===== config.mk =====
export PLATFORM = sky130hd
export DESIGN_NAME = peasant_mult_ctrl
export DESIGN_NICKNAME = d
export VERILOG_FILES = /design/src/rtl/peasant_mult_ctrl.sv
export SDC_FILE = /design/constraint.sdc
export NUM_CORES = 1
export LEC_CHECK = 0
export CELL_PAD_IN_SITES_DETAIL_PLACEMENT = 0
export CELL_PAD_IN_SITES_GLOBAL_PLACEMENT = 2
export CORE_UTILIZATION = 32
export DETAILED_ROUTE_END_ITERATION = 10
export PLACE_DENSITY = 0.79
export SETUP_SLACK_MARGIN = 0.4
export SYNTH_ARGS = -nofsm -noshare
export SYNTH_HDL_FRONTEND = slang
export SYNTH_SLANG_ARGS = --single-unit

===== constraint.sdc =====
create_clock -name clk -period 2.9 [get_ports clk]
set_input_delay 0.725 -clock clk [delete_from_list [all_inputs] [get_ports clk]]
set_output_delay 0.725 -clock clk [all_outputs]
set_load 0.02 [all_outputs]

===== src/rtl/peasant_mult_ctrl.sv =====
// Shift-and-add (Russian-peasant) multiplier controller: valid/ready operand
// intake, one conditional add + shift per clock, valid/ready product output.
// Optional early termination on exhausted multiplier: PEASANT_EARLY_TERM_EN.
module peasant_mult_ctrl #(
  parameter int WIDTH = 16
) (
  input  logic               clk,
  input  logic               reset,
  input  logic               in_valid,
  output logic               in_ready,
  input  logic [WIDTH-1:0]   a,
  input  logic [WIDTH-1:0]   b,
  output logic               out_valid,
  input  logic               out_ready,
  output logic [2*WIDTH-1:0] product,
  output logic               busy
);

  localparam int CNT_W = $clog2(WIDTH + 1);
  localparam logic [CNT_W-1:0] LAST_ITER = CNT_W'(WIDTH - 1);

  typedef enum logic [1:0] {
    IDLE,
    RUN,
    DONE
  } state_t;

  state_t             state, state_nxt;
  logic [2*WIDTH-1:0] mcand, mcand_nxt;
  logic [2*WIDTH-1:0] acc, acc_nxt;
  logic [WIDTH-1:0]   mplier, mplier_nxt;
  logic [CNT_W-1:0]   cnt, cnt_nxt;
  logic [WIDTH-1:0]   mplier_sh;
  logic               last_iter;

  always_ff @(posedge clk) begin
    if (reset) begin
      state  <= IDLE;
      mcand  <= '0;
      mplier <= '0;
      acc    <= '0;
      cnt    <= '0;
    end else begin
      state  <= state_nxt;
      mcand  <= mcand_nxt;
      mplier <= mplier_nxt;
      acc    <= acc_nxt;
      cnt    <= cnt_nxt;
    end
  end

  always_comb begin
    state_nxt  = state;
    mcand_nxt  = mcand;
    mplier_nxt = mplier;
    acc_nxt    = acc;
    cnt_nxt    = cnt;
    mplier_sh  = mplier >> 1;
    last_iter  = (cnt == LAST_ITER);

    case (state)
      IDLE: begin
        if (in_valid) begin
          mcand_nxt  = {{WIDTH{1'b0}}, a};
          mplier_nxt = b;
          acc_nxt    = '0;
          cnt_nxt    = '0;
          state_nxt  = RUN;
`ifdef PEASANT_EARLY_TERM_EN
          // Zero multiplier: product is already known to be zero.
          if (b == '0) state_nxt = DONE;
`endif
        end
      end

      RUN: begin
        if (mplier[0]) acc_nxt = acc + mcand;
        mcand_nxt  = mcand << 1;
        mplier_nxt = mplier_sh;
        cnt_nxt    = cnt + CNT_W'(1);
`ifdef PEASANT_EARLY_TERM_EN
        if (last_iter || (mplier_sh == '0)) state_nxt = DONE;
`else
        if (last_iter) state_nxt = DONE;
`endif
      end

      DONE: begin
        if (out_ready) state_nxt = IDLE;
      end

      default: state_nxt = IDLE;
    endcase
  end

  assign in_ready  = (state == IDLE);
  assign out_valid = (state == DONE);
  assign busy      = (state != IDLE);
  assign product   = acc;

endmodule


Word-level counts from Yosys, hierarchy flattened

Index checks and enable logic that the tools add are counted.

Add/sub/neg operators: 2
Equal/unequal tests: 7
Mux-type cells: 13
Reduce and logical (&&, ||, !) cells: 6

Operator list:

| operator                                               | number |
|---|---|
| one-hot mux 32 bit (2 select lines)                    | 2 |
| two-way mux 32 bit                                     | 3 |
| adder 32 bit                                           | 1 |
| one-hot mux 16 bit (2 select lines)                    | 1 |
| two-way mux 16 bit                                     | 1 |
| one-hot mux 5 bit (2 select lines)                     | 1 |
| two-way mux 2 bit                                      | 3 |
| inequality test 2 bit (second input constant)          | 3 |
| one-hot mux 2 bit (3 select lines)                     | 1 |
| AND reduction 3 bit                                    | 2 |
| adder 5 x 1 -> 5 bit (second input constant)           | 1 |
| == test 5 x 4 -> 1 bit (second input constant)         | 1 |
| two-way mux 5 bit                                      | 1 |
| nonzero test 2 bit                                     | 2 |
| == test 2 x 1 -> 1 bit (second input constant)         | 1 |
| == test 2 bit (second input constant)                  | 1 |
| logical NOT 2 bit                                      | 1 |
| inequality test 2 x 1 -> 1 bit (second input constant) | 1 |
| AND reduction 2 bit                                    | 1 |

Register bits after elaboration: 87
Bits of input ports: 36
Output and inout bits: 35

Longest topological paths before layout

Gate-level depths: netlist of run 1.

Depth after elaboration: 3
Mapped depth: 11

Worst setup path before layout of run 1

No wires, ideal clock.

Path kind: register to register
Start point: register acc[0], in the netlist product[0]
End point: register acc[18], in the netlist product[18]
Library setup time: 0.117 ns
Data arrival time: 2.549 ns
Data required time: 2.783 ns
Path slack: 0.234 ns
Stages on the path, launching flop included: 12
Clock period less this slack: 2.666 ns
Cell sequence: dfxtp_1 ha_1 inv_1 fa_1 nand2b_1 a21o_1 a31o_2 a31o_2 a21boi_0 o21ai_0 a21o_1 a32o_1

Longest elaborated chain between the ends: 3

Ends and longest elaborated chain:

| element                             | line | text |
|---|---|---|
| start: declaration                  | 30   | `logic [2*WIDTH-1:0] acc, acc_nxt;` |
| start signal: assignment            | 47   | `acc <= acc_nxt;` |
| adder 32 bit                        | 77   | `if (mplier[0]) acc_nxt = acc + mcand;` |
| two-way mux 32 bit                  | 77   |  |
| one-hot mux 32 bit (2 select lines) | 61   | `case (state)` |

Every way passes these cells. The select of a mux whose other input is x is not followed.
A chain may end at the register's enable or synchronous reset.

Worst setup path after layout of run 1

Start point: register mcand[0]
End point: register acc[28], in the netlist product[28]

Longest elaborated chain between the ends: 3

Ends and longest elaborated chain:

| element                             | line | text |
|---|---|---|
| start: declaration                  | 29   | `logic [2*WIDTH-1:0] mcand, mcand_nxt;` |
| start signal: assignment            | 45   | `mcand <= mcand_nxt;` |
| adder 32 bit                        | 77   |  |
| two-way mux 32 bit                  | 77   |  |
| one-hot mux 32 bit (2 select lines) | 61   |  |

Every way passes these cells. The select of a mux whose other input is x is not followed.

==> run summary, run 1 <==
Worst setup endpoint - product[28]$_SDFFE_PP0P_
starting density of the core - 32.7%
status - finished clean
Pre-antenna DRT Iters - 4
post-synthesis cell area - 4760 um2
Area Overhead vs Synth - 31.9%
main combinational cell family by area after synthesis - compound AO/OA/AOI/OAI gates
reg2reg path depth - 11
Hold WC Path Type - reg2reg
beginning of the critical path - mcand[0]$_SDFFE_PP0P_
Primary FF master, synth - dfxtp_1
CP Max Fanout - 4
Longest Clk Path Bufs - 2
drt drc - 0
pwr dens - 458 nW/um2
GR Util All Layers - 18.5%
synthesized-area fraction occupied by adder cells - 9.10%
latest clock arrival within the worst-skew pair - 350 ps
Synth Instances - 592
via count - 4537
pin count of the biggest net entering global routing - 39
reg2reg start - mcand[0]$_SDFFE_PP0P_
Crit. End Element - flop
skew final - 4.98 ps
share of layout cells above drive strength 1 - 12.4%
cts bufs inserted - 9
final WL - 13.3 mm
drt first-iter violations - 176
Clock Pin Slew Worst Setup and Hold Paths - 60 ps
initial antenna violation count - 1
Die Span X - 124 um
register area - 1760 um2
drt via density - 5.32
Rows - 44
number of synthesized register bits - 87
Synth Area in Compound Gates - 26.1%
CP Launch Type - flop
hpwl dp - 9.33 mm
Finish-stage setup viols - 0
fmax - 397 MHz
Final #Nets - 734
normalized max-slew margin - 17.2%
critical path type - reg2reg
final slew viol count - 0
yosys warns - 0
Worst IR Drop VDD - 0.290 mV
Max-Cap Viols - 0
first-pass GRT wire length - 21.9 mm
Place WS - 151 ps
final worst setup slack - 378 ps
Synth Area in Simple Gates - 20.6%
commonest non-fill, non-tap cell in the layout - dfxtp_1
unrepaired setup endpoints after global routing - yes
CTS root buf - clkbuf_16
RePlAce Congestion - 0.841
Buffers on Ports - 70
IO Count - 71
commonest non-fill, non-tap cells in the layout - 78 x dfxtp_1, 77 x nor2_1, 69 x clkdlybuf4s50_1
number of global-route vias before repair - 4397
XOR/XNOR Fraction of Synth Area - 4.05%
Die H - 124 um
depth of the CTS H-tree - 3
drt wl/cell - 15.6 um
grt ovf - 0
CTS tree - built
area occupied by multi-input gates - 3050 um2
async set-reset flop share out of synthesis - 0%
Ant. Diodes - 0
Final ANT Viol Nets - 0
Worst Path Arrival - 2790 ps
TNS Setup - 0 ps
Leak - 2.51 nW
Fin. Hold Viols - 0
shortest period the worst path allows - 2520 ps
Synth cell types - 49
Syn Nets - 662
sequential-to-total area share from yosys stat - 36.6%
Slew @ Worst Pin - 1240 ps
Critical Path RT - 3170 ps
CTS Sinks - 87
final worst path period share - 86.9%
Post-synth EDFFs - 0
die footprint - 15400 um2
post-synthesis mux area share - 0%
Synth Area per Inst - 8.04 um2
flop-to-flop setup slack - 380 ps
CORE AREA - 14500 um2
Fillers - 1542
RR Endpoint - product[28]$_SDFFE_PP0P_
-- logic make-up (layout without fill, tap and decap cells) --
logic type	count (synthesis)	in the layout
AOI/OAI and AO/OA	189	189
xor gates and xnor gates	22	22
adders and majority gates	34	34
buffers and inverters	44	121
DFF	87	87
and+or+nand+nor	216	216
-- timing repair --
item | CTS | global route
setup endpoints to repair | 11 | 10
pin swaps | 14 | 11
buffers inserted | 5 | 5
hold buffers | 0 | 0
resized for setup | 30 | 18
-- cells in the mapped netlist, drive strengths merged (4+ instances only) --
library cell	instances	area, um2
nand2b	6	37.5
xnor2	10	87.6
a21oi	72	364
nor2	77	289
buf	7	27.5
nand2	58	218
nand3	28	140
xor2	12	105
o21ai	16	83.8
nor4	15	93.8
o211ai	5	37.5
nor3	4	20.0
nand4	5	31.3
o21a	5	37.5
a21o	17	128
o21bai	5	37.5
inv	14	52.6
ha	33	413
a32o	5	50.1
dfxtp	87	1740
clkbuf	23	86.3
a22oi	29	218
a22o	9	78.8
and2	6	37.5
nor2b	7	43.8
-- how the worst min path moves through the flow --
stage	start	endpoint	slack [ps]	depth (start not counted)
after floorplan	mplier[15]$_SDFFE_PP0P_	mplier[15]$_SDFFE_PP0P_	450	2
after global placement	mplier[15]$_SDFFE_PP0P_	mplier[15]$_SDFFE_PP0P_	460	2
after detailed placement	mplier[15]$_SDFFE_PP0P_	mplier[15]$_SDFFE_PP0P_	460	2
after CTS	mplier[15]$_SDFFE_PP0P_	mplier[15]$_SDFFE_PP0P_	470	2
after global routing	mcand[2]$_SDFFE_PP0P_	mcand[2]$_SDFFE_PP0P_	500	2
final	mplier[15]$_SDFFE_PP0P_	mplier[15]$_SDFFE_PP0P_	470	2
-- layout make-up --
class / instances / area share (%)
multi-input combinational: 461 / 48.7
sequential: 87 / 28.1
inverter: 14 / 0.837
timing repair buffer: 91 / 13.6
clock inverter: 3 / 1.04
clock buffer: 13 / 4.15
tap: 184 / 3.67
-- critical path: stages, from the launching register on --
cell	delay (ps)
dfxtp_2	350
ha_4	150
inv_2	30
fa_2	330
nand2b_4	150
a21o_1	180
a31o_4	240
a31o_4	240
a21o_4	240
and2_4	170
o211a_1	210
o211ai_1	150
-- registers in the layout (all words and copies together) (netlist names) --
| signal | flops |
|---|---|
| cnt | 5 |
| mcand | 32 |
| mplier | 16 |
| product | 32 |
| state | 2 |
-- stage by stage --
stage                     utilization, %  instance area [um2]  power [mW]  cells  hold slack (ps)
after floorplan                        -                 4780        1.48    592              448
after global placement              39.1                 5690        1.61    827              456
after detailed placement            39.1                 5690        1.61    827              463
after CTS                           42.4                 6160        2.91    848              472
after global routing                43.2                 6280        3.00    853              497
final                               43.2                 6280        2.87    853              469
-- routing by layer --
metal  share of wire [%]  GRT usage (%)
met5               0.075              0
met4                 1.6           7.29
met1                  50           25.3
met2                  44           28.3
met3                 4.1           3.62
-- where the power goes --
part | total [mW] | switching (mW) | internal (mW)
combinational | 0.324 | 0.192 | 0.132
sequential | 1.27 | 0.0305 | 1.24
clock | 1.28 | 0.480 | 0.801
total | 2.87 | 0.703 | 2.17
No activity file was read; power rests on OpenSTA's default activity.
==> run 2: changes to the inputs <==
--- a/config.mk
+++ b/config.mk
@@ -11,6 +11,7 @@
 export DETAILED_ROUTE_END_ITERATION = 10
 export PLACE_DENSITY = 0.79
 export SETUP_SLACK_MARGIN = 0.4
+export SKIP_LAST_GASP = 1
 export SYNTH_ARGS = -nofsm -noshare
 export SYNTH_HDL_FRONTEND = slang
 export SYNTH_SLANG_ARGS = --single-unit
==> results of run 2 <==
Same layout as run 1: the final DEF is identical, and so are final timing and power.
==> run 3: changes to the inputs <==
==> config.mk (replaced) <==
export PLATFORM = sky130hd
export DESIGN_NAME = peasant_mult_ctrl
export DESIGN_NICKNAME = d
export VERILOG_FILES = /design/src/rtl/peasant_mult_ctrl.sv
export SDC_FILE = /design/constraint.sdc
export NUM_CORES = 1
export LEC_CHECK = 0
export ABC_AREA = 1
export CELL_PAD_IN_SITES_DETAIL_PLACEMENT = 0
export CELL_PAD_IN_SITES_GLOBAL_PLACEMENT = 2
export CORE_UTILIZATION = 30
export DETAILED_ROUTE_END_ITERATION = 10
export PLACE_DENSITY = 0.8
export SETUP_SLACK_MARGIN = 0.1
export SKIP_LAST_GASP = 1
export SYNTH_ARGS = -nofsm -noshare
export SYNTH_HDL_FRONTEND = slang
export SYNTH_SLANG_ARGS = --single-unit
export TNS_END_PERCENT = 50
==> run 3 against run 2 <==
Total power is 0.38% lower. Die area is 26% higher. Global-route usage about the same. First-iteration DRC count rose by 64%. Cell count increased by 41%. Wire length is 29% higher. Hold slack worse by 21 ps. Setup slack better by 120 ps. Clock-buffer cell count shrank 2. Non-clock buffer count fell by 12. Clock power hardly changed.
==> run summary, run 3 <==
Synth cell types - 35 (was 49)
pin count of the biggest net entering global routing - 71 (was 39)
final worst setup slack - 498 ps (was 378 ps)
CTS root buf - clkbuf_16 (unchanged)
async set-reset flop share out of synthesis - 0% (unchanged)
via count - 5617 (was 4537)
Logic pwr share - 11.7% (was 11.3%)
post-synthesis mux area share - 0% (unchanged)
number of synthesized register bits - 87 (unchanged)
Leak - 3.19 nW (was 2.51 nW)
CP Max Fanout - 3 (was 4)
GR Util All Layers - 18.5% (about the same)
unrepaired setup endpoints after global routing - no (was yes)
shortest period the worst path allows - 2400 ps (was 2520 ps)
Die Span X - 139 um (was 124 um)
pwr dens - 417 nW/um2 (was 458 nW/um2)
critical path type - reg2out (was reg2reg)
Slew @ Worst Pin - 815 ps (was 1240 ps)
Longest Clk Path Bufs - 2 (unchanged)
Clk pwr share - 43.7% (was 44.6%)
first-pass GRT wire length - 27.9 mm (was 21.9 mm)
synthesized-area fraction occupied by adder cells - 7.69% (was 9.10%)
final slew viol count - 0 (unchanged)
Synth Area in Compound Gates - 15.3% (was 26.1%)
Final ANT Viol Nets - 0 (unchanged)
Final #Nets - 1037 (was 734)
most frequent cell after synthesis - nand2_1 (was dfxtp_1)
commonest non-fill, non-tap cell in the layout - nand2_1 (was dfxtp_1)
status - finished clean (unchanged)
beginning of the critical path - state[1]$_SDFFE_PP0P_ (was mcand[0]$_SDFFE_PP0P_)
Synth Area per Inst - 6.22 um2 (was 8.04 um2)
Primary FF master, synth - dfxtp_1 (unchanged)
grt ovf - 0 (unchanged)
sequential-to-total area share from yosys stat - 30.9% (was 36.6%)
Post-synth top cells - 333 x nand2_1, 138 x inv_1, 100 x a21oi_1 (was 87 x dfxtp_1, 77 x nor2_1, 71 x a21oi_1)
final worst path period share - 82.8% (was 86.9%)
yosys warns - 0 (unchanged)
drt first-iter violations - 288 (was 176)
Place WS - 524 ps (was 151 ps)
Clock Pin Slew Worst Setup and Hold Paths - 70 ps (was 60 ps)
Critical Path RT - 2170 ps (was 3170 ps)
Pre-antenna DRT Iters - 8 (was 4)
hpwl dp - 13.2 mm (was 9.33 mm)
Finish-stage setup viols - 0 (unchanged)
TNS Setup - 0 ps (unchanged)
drt drc - 0 (unchanged)
die footprint - 19300 um2 (was 15400 um2)
Fin. Hold Viols - 0 (unchanged)
RePlAce Congestion - 0.813 (was 0.841)
crit-path cells - inv_1, nor2_1, clkdlybuf4s50_1 (was ha_4, inv_2, fa_2, nand2b_4, a21o_1, a31o_4, a31o_4, a21o_4, and2_4, o211a_1, o211ai_1)
DP Area - 6560 um2 (was 5690 um2)
CTS Sinks - 87 (unchanged)
Post-synth EDFFs - 0 (unchanged)
initial antenna violation count - 0 (was 1)
commonest non-fill, non-tap cells in the layout - 333 x nand2_1, 138 x inv_1, 100 x a21oi_1 (was 78 x dfxtp_1, 77 x nor2_1, 69 x clkdlybuf4s50_1)
drt via density - 4.68 (was 5.32)
starting density of the core - 31.0% (was 32.7%)
skew final - 7.08 ps (was 4.98 ps)
Synth Instances - 905 (was 592)
Yosys top cell area share - 30.9% (was 36.6%)
Worst Path Arrival - 1680 ps (was 2790 ps)
final hold slack - 448 ps (was 469 ps)
Pint - 2.08 mW (was 2.17 mW)
CTS tree - built (unchanged)
CTS resizes - 0 (was 30)
reg2reg start - product[0]$_SDFFE_PP0P_ (was mcand[0]$_SDFFE_PP0P_)
CP Launch Type - flop (unchanged)
IO Count - 71 (unchanged)
fmax - 416 MHz (was 397 MHz)
main combinational cell family by area after synthesis - simple AND/OR/NAND/NOR gates (was compound AO/OA/AOI/OAI gates)
Crit. End Element - primary output (was flop)
number of global-route vias before repair - 5222 (was 4397)
worst stage delay on the critical path - 630 ps (was 350 ps)
share of layout cells above drive strength 1 - 4.53% (was 12.4%)
depth of the CTS H-tree - 3 (unchanged)
Synth area leader - dfxtp_1 (unchanged)
normalized max-slew margin - 45.7% (was 17.2%)
Ant. Diodes - 0 (unchanged)
CP bufs+invs - 2 (was 1)
Rows - 49 (was 44)
CP top delay family - buffers and inverters (was compound AO/OA/AOI/OAI gates)
final instance area - 6870 um2 (was 6280 um2)
Syn Nets - 975 (was 662)
Hold WC Path Type - reg2reg (unchanged)
drt wl/cell - 14.3 um (was 15.6 um)
Synth Area in Simple Gates - 33.9% (was 20.6%)
Hold Buf Count CTS - 0 (unchanged)
flop-to-flop setup slack - 660 ps (was 380 ps)
Area contributors post-synth - dfxtp_1 31%, nand2_1 22%, inv_1 9.2% (was dfxtp_1 37%, ha_1 8.7%, a21oi_1 7.5%)
Net Sw Frac - 27.3% (was 24.5%)
Worst path slowest cell - clkdlybuf4s50_1 (was dfxtp_2)
Worst IR Drop VDD - 0.257 mV (was 0.290 mV)
Hold Crit Start - mplier[12]$_SDFFE_PP0P_ (was mplier[15]$_SDFFE_PP0P_)
final WL - 17.2 mm (was 13.3 mm)
Max-Cap Viols - 0 (unchanged)
cts bufs inserted - 9 (unchanged)
switching pwr - 0.781 mW (was 0.703 mW)
XOR/XNOR Fraction of Synth Area - 0.156% (was 4.05%)
Area Overhead vs Synth - 22.1% (was 31.9%)
sequential power share - 44.6% (was 44.1%)
post-synthesis cell area - 5630 um2 (was 4760 um2)
latest clock arrival within the worst-skew pair - 350 ps (about the same)
Die H - 139 um (was 124 um)
Buffers on Ports - 70 (unchanged)
fin util - 37.9% (was 43.2%)
total setup buffers inserted after CTS - 0 (was 5)
CORE AREA - 18100 um2 (was 14500 um2)
run 3: changes by cell type after synthesis, moves of 14 or more:
cell	previous run	this run
nor2_1	77	49
a21oi_1	71	100
nand2_1	58	333
inv_1	14	138
o221ai_1	1	15
nand3_1	28	54
nor4_1	15	0
a22oi_1	29	8
run 3: per-layer routing:
metal	GRT usage, %	part of all wire [%]	vias to the layer above
met5	0	0	-
met4	4.27	0.94	0
met3	3.21	4.3	13
met2	27.1	42	98
met1	27.6	53	2498
li1	-	-	3008
run 3: area by class of cell:
class,instances,area (um2)
flip-flops and latches,87,1740
multi-input cells,647,3210
fillers,2026,11300
clock inverters,5,63.8
clock buffers,11,243
inverters,143,537
repair buffers,79,788
well taps,229,287
run 3: final timing paths:
path / endpoint / depth (start not counted)
min reg2reg: mplier[12]$_SDFFE_PP0P_ / 2
min: mplier[12]$_SDFFE_PP0P_ / 2
max reg2reg: product[28]$_SDFFE_PP0P_ / 13
max: out_valid / 3
run 3: worst register-to-register path: stages, from the launching register on:
cell and delay, ps:
dfxtp_1 370, ha_1 220, inv_1 70, fa_1 350, inv_1 150, nand3_1 90
nand3_1 190, nand3_1 110, nand3_1 180, nand2_1 130, nand2_1 90, nand2_1 50
nand3_1 70, a21oi_1 60
run 3: logic make-up after synthesis:
kind of cell               count (synthesis)
xor gates and xnor gates                   1
adders and majority gates                 34
buffers and inverters                    171
and+or+nand+nor                          463
AOI/OAI and AO/OA                        149
DFF                                       87
run 3: power groups by stage:
stage          registers, mW  logic, mW  clock network [mW]
2_1_floorplan           1.29      0.213                   0
4_1_cts                 1.28      0.342                1.28
5_1_grt                 1.28      0.372                1.34
6_report                1.28      0.335                1.25
3_3_place_gp            1.30      0.342                   0
3_5_place_dp            1.30      0.340                   0
run 3: stage by stage:
stage | std cells | power [mW]
after global routing | 1201 | 2.99
final | 1201 | 2.86
after detailed placement | 1185 | 1.64
after global placement | 1185 | 1.65
after CTS | 1201 | 2.90
after floorplan | 905 | 1.51
